## src/rtl/game_pkg.sv

```systemverilog
// game_pkg: state encoding, block-init constant, default parameters and popcount helper
package game_pkg;
    typedef enum logic [2:0] {
        IDLE  = 3'd0,
        SERVE = 3'd1,
        PLAY  = 3'd2,
        LOST  = 3'd3,
        OVER  = 3'd4,
        WIN   = 3'd5
    } state_t;

    localparam logic [15:0] BLOCKS_INIT     = 16'hFFFF;
    localparam int          LIVES_INIT_DEF  = 3;
    localparam int          LOSS_Y_DEF      = 760;
    localparam int          LOST_FRAMES_DEF = 60;

    function automatic logic [4:0] popcount16(input logic [15:0] v);
        logic [4:0] n;
        n = '0;
        for (int i = 0; i < 16; i++) n = n + 5'(v[i]);
        return n;
    endfunction
endpackage

```

## src/rtl/game_ctl_edge_detect.sv

```systemverilog
// edge_detect: registered one-cycle pulse on each 0->1 transition of din
module edge_detect (
    input  logic pclk,
    input  logic reset,
    input  logic din,
    output logic rise
);
    logic prev;

    always_ff @(posedge pclk) begin
        if (reset) begin
            prev <= 1'b0;
            rise <= 1'b0;
        end else begin
            prev <= din;
            rise <= din & ~prev;
        end
    end
endmodule

```

## src/rtl/game_ctl.sv

```systemverilog
// game_ctl: breakout game flow FSM with lives, saturating score and lost-ball frame delay
module game_ctl
    import game_pkg::*;
#(
    parameter int LIVES_INIT  = LIVES_INIT_DEF,
    parameter int LOSS_Y      = LOSS_Y_DEF,
    parameter int LOST_FRAMES = LOST_FRAMES_DEF
) (
    input  logic        pclk,
    input  logic        reset,
    input  logic        vsync_in,
    input  logic        mouse_left,
    input  logic [11:0] ball_y,
    input  logic [15:0] blocks_in,
    output logic [2:0]  state,
    output logic        ball_run,
    output logic        ball_rst,
    output logic        blocks_load,
    output logic [15:0] blocks_init,
    output logic [1:0]  lives,
    output logic [7:0]  score
);
    state_t      st, st_d;
    logic        frame_tick, click;
    logic        ball_rst_d, blocks_load_d;
    logic [1:0]  lives_d;
    logic [7:0]  cnt, cnt_d, score_d;
    logic [8:0]  score_sum;
    logic [15:0] blocks_q, blocks_q_d;

    edge_detect u_vsync (.pclk(pclk), .reset(reset), .din(vsync_in),   .rise(frame_tick));
    edge_detect u_click (.pclk(pclk), .reset(reset), .din(mouse_left), .rise(click));

    assign state       = st;
    assign blocks_init = BLOCKS_INIT;
    assign score_sum   = {1'b0, score} + 9'(popcount16(blocks_q & ~blocks_in));

    always_comb begin
        st_d          = st;
        lives_d       = lives;
        cnt_d         = cnt;
        ball_rst_d    = 1'b0;
        blocks_load_d = 1'b0;
        blocks_q_d    = blocks_in;
        score_d       = (st == PLAY) ? (score_sum[8] ? 8'hFF : score_sum[7:0]) : score;
        case (st)
            IDLE: begin
                st_d          = SERVE;
                ball_rst_d    = 1'b1;
                blocks_load_d = 1'b1;
                lives_d       = 2'(LIVES_INIT);
                score_d       = 8'd0;
                blocks_q_d    = BLOCKS_INIT;
            end
            SERVE: st_d = click ? PLAY : SERVE;
            PLAY: begin
                if (blocks_in == 16'd0) begin
                    st_d = WIN;
                end else if (ball_y >= 12'(LOSS_Y)) begin
                    st_d    = LOST;
                    lives_d = (lives == 2'd0) ? 2'd0 : lives - 2'd1;
                    cnt_d   = 8'd0;
                end
            end
            LOST: begin
                if (cnt == 8'(LOST_FRAMES)) begin
                    st_d       = (lives == 2'd0) ? OVER : SERVE;
                    ball_rst_d = (lives != 2'd0);
                end else if (frame_tick) begin
                    cnt_d = cnt + 8'd1;
                end
            end
            OVER, WIN: st_d = click ? IDLE : st;
            default: st_d = IDLE;
        endcase
    end

    always_ff @(posedge pclk) begin
        if (reset) begin
            st          <= IDLE;
            ball_run    <= 1'b0;
            ball_rst    <= 1'b0;
            blocks_load <= 1'b0;
            lives       <= 2'(LIVES_INIT);
            score       <= 8'd0;
            cnt         <= 8'd0;
            blocks_q    <= 16'd0;
        end else begin
            st          <= st_d;
            ball_run    <= (st_d == PLAY);
            ball_rst    <= ball_rst_d;
            blocks_load <= blocks_load_d;
            lives       <= lives_d;
            score       <= score_d;
            cnt         <= cnt_d;
            blocks_q    <= blocks_q_d;
        end
    end
endmodule

```

## config.mk

```make
export PLATFORM = sky130hd
export DESIGN_NAME = game_ctl
export DESIGN_NICKNAME = d
export VERILOG_FILES = /design/src/rtl/game_pkg.sv /design/src/rtl/game_ctl_edge_detect.sv /design/src/rtl/game_ctl.sv
export SDC_FILE = /design/constraint.sdc
export NUM_CORES = 1
export LEC_CHECK = 0
export CAP_MARGIN = 20
export CORE_MARGIN = 2
export CORE_UTILIZATION = 40
export DETAILED_ROUTE_END_ITERATION = 6
export GPL_TIMING_DRIVEN = 1
export HOLD_SLACK_MARGIN = 0.15
export PLACE_DENSITY = 0.67
export REMOVE_ABC_BUFFERS = 1
export SLEW_MARGIN = 20
export SYNTH_ARGS = -nofsm -noshare
export SYNTH_HDL_FRONTEND = slang
export SYNTH_SLANG_ARGS = --single-unit
```

## constraint.sdc

```tcl
create_clock -name pclk -period 6.4 [get_ports pclk]
set_input_delay 0.96 -clock pclk [delete_from_list [all_inputs] [get_ports pclk]]
set_output_delay 0.96 -clock pclk [all_outputs]
set_load 0.02 [all_outputs]
```

After elaboration in Yosys (flattened, before gate mapping)
Cells that the tools add are included.

Register bits after elaboration: 44. Output and inout bits: 32. Word-level logic and storage cells: 79.

Add/sub/neg operators: 18. $lt $le $gt $ge: 1. Equal/unequal tests: 11. Mux-type cells: 21. Bitwise gates (word level): 6. Reductions and logical operators: 10.

Operators with widths (count): $add A5 B1 Y5 (11); $mux W8 (5); $and A16 B16 Y16 (1); $logic_not A16 Y1 (1); $mux W16 (1); $not A16 Y16 (1); $pmux W8 S2 (1); $mux W3 (5); $pmux W3 S5 (1); $ge A12 B10 Y1 const B (1); $add A8 B5 Y9 (1); $eq A3 B2 Y1 const B (3); $add A8 B1 Y8 const B (1); $eq A8 B6 Y1 const B (1); $mux W2 (4); $eq A3 B3 Y1 const B (2); $reduce_bool A2 Y1 (3); $add A4 B1 Y5 (1); $reduce_and A5 Y1 (1); $add A3 B1 Y4 (1); $ne A2 B1 Y1 const B (2); $ne A2 B2 Y1 const B (2); $pmux W2 S2 (1); $reduce_or A2 Y1 (2); other kinds (11) (14).

Depth between registers and ports, before layout
Depth in word-level cells: 19. Depth in mapped cells: 15. Mapped depth without buffers: 15.

By module
From an unflattened synthesis, not the netlist that was laid out.

Cell total of the unflattened synthesis: 270. Area total of the unflattened synthesis: 2497.4 sq um.

Modules (own cells, without submodules): game_ctl (times used 1, cells an instance 262, area each 2379.8 sq um, seq. area each 800.8 sq um); edge_detect (times used 2, cells an instance 4, area each 58.8 sq um, seq. area each 40.0 sq um).

Least setup slack after synthesis
OpenSTA, ideal clock, no wires.

Path kind: input -> register. From: in blocks_in[10]. To: reg score[0]. Data arrival time: 5152 ps. Path slack: 1129 ps. Cell stages on the path: 15. Buffers on the path: 0. Path through: nand2b_1 fa_1 inv_1 fa_1 inv_1 fa_1 inv_1 fa_1 fa_1 fa_1 a21o_1 a21oi_1 o21bai_1 a41o_1 o221a_2.

Cells in the longest elaborated chain, start to end: 10.

RTL lines: from (decl) (line game_ctl.sv:14) `input logic [15:0] blocks_in,`; $not A16 Y16 (line game_ctl.sv:36) `assign score_sum = {1'b0, score} + 9'(popcount16(blocks_q & ~blocks_in));`; $and A16 B16 Y16 (line game_ctl.sv:36); $add A5 B1 Y5 (6 in series) (line game_pkg.sv:20) `for (int i = 0; i < 16; i++) n = n + 5'(v[i]);`; $add A8 B5 Y9 (line game_ctl.sv:36); $mux W8 (line game_ctl.sv:45) `score_d = (st == PLAY) ? (score_sum[8] ? 8'hFF : score_sum[7:0]) : score;`; to (signal assigned) (line game_ctl.sv:94) `score <= score_d;`; to (decl) (line game_ctl.sv:21) `output logic [7:0] score`.

Every way passes these cells. A chain may end at the register's enable or synchronous reset.

Worst setup path after layout
From: in blocks_in[10]. To: reg score[4].

Same word-level chain as after synthesis.

==> results.txt <==
outcome - finished, final reports clean
initial antenna violation count - 0
vias in the first global route - 1985
post-synthesis sequential area ratio - 35.0%
DR iter-0 viols - 53
kind of critical path - primary input to flop
Startpoint Class - primary input
crit path max fanout - 5
post-route clock period utilization - 88.2%
Detail Route Antenna Nets - 0
clock buffer depth - 2
flops & latches, synth - 44
setup repair after global routing missed its margin - false
Remaining Overflow, GRT - 0
met2 Track Usage GR - 25.9%
pins over their slew limit - 0
core area - 5990 µm²
share of cells above drive strength 1 - 6.97%
WL/cell - 12.4 µm
Worst Path Arrival - 5.84 ns
max_slew headroom - 58.0%
die area - 6940 µm²
setup_tns - 0 ns
critical path's slowest cell - fa_1
largest net degree at the start of global routing - 29
flop-to-flop setup slack - 1.59 ns
aggregate global-route resource usage - 15.7%
FMAX - 177 MHz
PwrDens - 242 nW/µm²
CP cell instances - clkdlybuf4s50_1 -> nand2b_1 -> fa_1 -> inv_1 -> fa_1 -> inv_1 -> fa_1 -> inv_1 -> fa_1 -> fa_1 -> fa_1 -> a21o_1 -> a21oi_1 -> o21bai_1 -> a41o_1 -> o221a_2
H-tree depth - 2
Max Cap Viol - 0
final setup violation count - 0
Ports - 64
VDD IR max - 94.5 µV
grt met3 use - 4.97%
M1 GR Usage - 19.5%
Post-Syn Instances - 287
Final min period - 5.64 ns
reg-to-reg critical path endpoint - score[4]
Post-synth EDFFs - 0
Area growth syn-to-layout - 21.5%
Worst Hold Launch - u_click.prev
CTS tree - built
sequential cell area - 881 µm²
Die H - 83.3 µm
GRT busiest layer - met2
Avg Cell Area, Syn - 8.77 µm²
# rows - 28
Initial Util - 42.0%
antenna cells - 0
Post-Syn Area - 2520 µm²
DRC Markers - 0
Die X-Extent - 83.3 µm
asr flop ratio synth - 0%
nets - 383
DR vias - 2033
synth unique cells - 48
IO Port Bufs - 44
first-pass GRT wire length - 8910 µm
hold buffers post-CTS - 0
DR vias/cell - 5.02
crit end category - flop
Clock Latency Late Sink - 0.30 ns
Clk pin slew, worst setup/hold paths - 0.08 ns
most used cell, CP - fa_1
root buf cell - clkbuf_8
WP data required - 6.60 ns
cts bufs inserted - 5
final setup skew - 0.00738 ns
# Post-CTS Setup Buffers - 0
area occupied by multi-input gates - 1430 µm²
Placer Congestion - 0.815
Hold Path Class - flop to flop
WHS Endpoint - u_click.rise
P_leak - 1.25 nW
max incr delay on CP - 0.55 ns
R2R cell count - 14
Hold Vio Cnt, Final - 0
Hold Path Depth - 1
yosys warns - 0
Post-CTS Resized - 0
Filler cells - 580
ys flop type - dfxtp_1
placed wire-length estimate - 3860 µm
1st-pass router iterations - 4
hold_ws - 0.385 ns
WL final - 5030 µm
worst slew pin tran - 0.630 ns
CTS sink cnt - 44
Worst R2R Start - blocks_q[0]
## critical path: cells and delay by family
kind | cells | cell delay (ns)
AND/OR/NAND/NOR | 1 | 0.18
AO/OA/AOI/OAI | 5 | 1.20
adder cells (fa/ha/maj) | 6 | 2.89
buffers and inverters | 4 | 0.60
## kinds of logic (layout without fill, tap and decap cells)
group	count (synthesis)	count (layout)	synth area share [%]
and+or+nand+nor	118	118	24.7
AOI/OAI and AO/OA	50	50	14.3
buffers and inverters	49	77	10.2
DFF	44	44	35.0
adders and majority gates	22	22	14.5
xor gates and xnor gates	2	2	0.696
other	1	16	0.149
muxes	1	1	0.398
## where the power goes
| group | internal (mW) | switching [mW] | leakage [nW] |
|---|---|---|---|
| clock | 0.116 | 0.0946 | 0.0552 |
| sequential | 0.291 | 0.0114 | 0.363 |
| combinational | 0.101 | 0.127 | 0.827 |
| total | 0.508 | 0.233 | 1.25 |
## state kept, by name, indices dropped and copies added (netlist names), 2 cells and up
register  count
state         3
lives         2
cnt           8
score         8
blocks_q     16
## cell type report
class,count,area share [%]
multi-input cells,209,46.9
flip-flops and latches,44,28.8
repair buffers,46,14.9
well taps,75,3.07
inverters,23,2.82
clock buffers,6,2.37
clock inverters,2,1.15
## cells in the final DEF, fill, tap and decap left out, drive strengths merged, types with 2 or more instances in the layout
cell / Yosys / routed
fa: 12 / 12
nor2b: 17 / 17
ha: 10 / 10
nand3: 4 / 4
a211oi: 2 / 2
dfxtp: 44 / 44
o21ai: 7 / 7
or2: 2 / 2
clkbuf: 6 / 6
o2111ai: 2 / 2
conb: 1 / 16
nor3: 5 / 5
o221a: 5 / 5
nor2: 46 / 46
inv: 23 / 23
o31ai: 2 / 2
clkdlybuf4s50: 0 / 44
or3: 4 / 4
nor4bb: 2 / 2
and2: 2 / 2
nor3b: 2 / 2
or4: 2 / 2
nor4: 6 / 6
a31oi: 2 / 2
o21bai: 2 / 2
nand4: 4 / 4
nand2: 11 / 11
nand2b: 8 / 8
a21o: 3 / 3
buf: 20 / 2
a21oi: 17 / 17
## synth_stat cells (6+ instances only)
library cell,number,area [µm²]
fa_1,12,240
nand2b_1,8,50.1
clkbuf_1,6,22.5
nand2_1,11,41.3
o21ai_0,7,35.0
buf_4,17,128
ha_1,10,125
nor2_1,46,173
nor4_1,6,37.5
dfxtp_1,44,881
inv_1,23,86.3
nor2b_1,17,106
a21oi_1,16,80.1
## metal layers
| layer | up-vias | share of wire (%) |
|---|---|---|
| li1 | 1026 | - |
| met1 | 949 | 44 |
| met2 | 51 | 49 |
| met3 | 7 | 5.6 |
| met4 | 0 | 1.3 |
| met5 | - | 0 |
## worst max path at each step
stage	slack (ns)	start	endpoint
global placement	0.43	blocks_in[0]	score[4]
CTS	0.74	blocks_in[10]	score[4]
global route	0.52	blocks_in[10]	score[1]
detailed placement	0.41	blocks_in[10]	score[1]
floorplan	1.13	blocks_in[10]	score[0]
finish	0.76	blocks_in[10]	score[4]
## through the flow
step                utilization, %  instance area, µm²  std cells  power (mW)  setup WS (ns)
CTS                           51.0                3060        405       0.755          0.738
detailed placement            49.2                2950        397       0.543          0.410
global route                  51.0                3060        405       0.804          0.519
finish                        51.0                3060        405       0.741          0.758
global placement              49.2                2950        397       0.535          0.431
floorplan                        -                2400        276       0.463           1.13
No activity file was read; power rests on OpenSTA's default activity.
==> patch: new RTL, same flow settings <==
Make the reset (`reset`) asynchronous in 2 clocked blocks.
--- a/src/rtl/game_ctl_edge_detect.sv
+++ b/src/rtl/game_ctl_edge_detect.sv
@@ -8,5 +8,5 @@
     logic prev;
 
-    always_ff @(posedge pclk) begin
+    always_ff @(posedge pclk or posedge reset) begin
         if (reset) begin
             prev <= 1'b0;
--- a/src/rtl/game_ctl.sv
+++ b/src/rtl/game_ctl.sv
@@ -76,5 +76,5 @@
     end
 
-    always_ff @(posedge pclk) begin
+    always_ff @(posedge pclk or posedge reset) begin
         if (reset) begin
             st          <= IDLE;
Function: differs if reset is asserted again (counterexample within 4 cycles, from zero or initial values and one cycle with reset high); with reset held inactive, the same outputs for 10 cycles.
==> patch against the original RTL <==
- clock skew is 0.0036 ns higher
- final area up 5.2%
- largest cell class unchanged
- highest routed layer unchanged
- sequential cell count unchanged
- setup slack lost 0.014 ns
- first-iteration DRC count is 32% lower
- via count shrank 0.98%
- count of clock-buffer cells in the layout fell by 1
- the flow now finishes with violations (DRC)
- wire length is 14% higher
- synthesized area increased by 6.6%
Power is not compared: it rests on default switching activity, and its combinational part moved more than twofold at a synthesized area within 25%.
==> patch: results (changes against the original RTL) <==
- Share of cells above drive strength 1: 11.6% (+4.6 points)
- Area after DPL: 3130 sq um (+6.1%)
- Dpl cells: 379 (-4.5%)
- DRT antenna net count: 0 (unchanged)
- Synth cell count leaders: dfrtp_1, inv_1, buf_4, or2_2
- Synth cell types: 52 (+8.3%)
- Clk slew on worst S/H paths: 0.08 ns (about the same)
- Filler cells: 618 (+6.6%)
- Synth Area per Inst: 10.2 sq um (+16%)
- Min-delay src: u_vsync.prev$_DFF_PP0_
- NumNets Final: 363 (-5.2%)
- Initial detailed-routing violation count: 36 (-32%)
- DP Worst Slack: 0.437 ns (+0.0271 ns)
- FF-to-FF Start: blocks_q[4]$_DFF_PP0_
- CTS Buffer Depth: 2 (unchanged)
- Total CTS buffers: 5 (unchanged)
- Routability Congestion: 0.811 (-0.49%)
- Worst-Skew Late Latency: 0.30 ns (about the same)
- First-pass GRT wire length: 9460 um (+6.1%)
- Setup Skew: 0.0110 ns (+0.00365 ns)
- GRT Overall Usage: 16.3% (+0.65 points)
- DR pass1 iterations: 7 (+3)
- IO Port Bufs: 44 (unchanged)
- Failing checks: DRC
- Register area share after synthesis: 41.2% (+6.1 points)
- # DRC: 6 (+6)
- Worst path arrival time: 5.79 ns (-0.05 ns)
- Run status: finished, violations left
- DP HPWL: 4300 um (+11%)
- Largest net degree at the start of global routing: 45 (+55%)
- Largest regs: blocks_q x16, cnt x8, score x8
- Vias/cell: 5.20 (+3.6%)
- Postcts setup bufs: 0 (unchanged)
- Pwr/cell area: 480 nW/um^2
- Root buf cell: clkbuf_8
- Worst slew pin tran: 0.898 ns (+0.269 ns)
- Vias in the first global route: 2021 (+1.8%)
- Crit path max fanout: 6 (+1)
- Per-cell routed wire length: 14.8 um (+19%)
- FFs w/ async S/R, synth: 100% (+100 points)
- Top post-synthesis cells by area: dfrtp_1, fa_1, buf_4, ha_1, or2_2
- Max cap viols: 0 (unchanged)
- Pleak: 1.41 nW
- Post-Layout Cell Count: 387 (-4.4%)
- Ys flop type: dfrtp_1
- Largest delay share family, worst path: adder cells
- Crit-path slowest cell: fa_1
-- patch: metal layers --
metal  track usage [%]  up-vias  wire length (um)
met3              3.75        8               329
met2              25.7       60              2630
met4              4.76        0                62
li1                  -      964                 -
met1              22.5      981              2710
met5                 0        -                 0
-- patch: path summary, 6_finish.rpt --
check                           slack [ns]  depth (start not counted)                endpoint
worst max-delay path                  0.74                         15    score[7]$_DFFE_PP0P_
worst min-delay path                  0.39                          1  u_vsync.rise$_DFF_PP0_
worst max register to register        1.54                         13    score[7]$_DFFE_PP0P_
worst min register to register        0.39                          1  u_vsync.rise$_DFF_PP0_
max in group asynchronous             4.90                          3    lives[0]$_DFFE_PP1P_
min in group asynchronous             1.09                          3  blocks_q[12]$_DFF_PP0_
-- patch: power by group --
part	switching, mW	internal [mW]	total [mW]
clock network	0.101	0.0762	0.177
logic	0.546	0.412	0.959
registers	0.0559	0.354	0.410
-- patch: cell type report --
type / instances / area share, %
flip-flops and latches: 44 / 34.3
multi-input cells: 191 / 43.5
inverters: 22 / 2.57
clock inverters: 3 / 0.583
repair buffers: 45 / 13.9
well taps: 77 / 2.99
clock buffers: 5 / 2.14
-- patch: logic make-up after synthesis --
kind of cell,synth area share (%)
and+or+nand+nor,20.9
AOI/OAI and AO/OA,13.5
buffers and inverters,8.73
DFF,41.2
adders and majority gates,13.6
xor gates and xnor gates,1.96
other,0.140
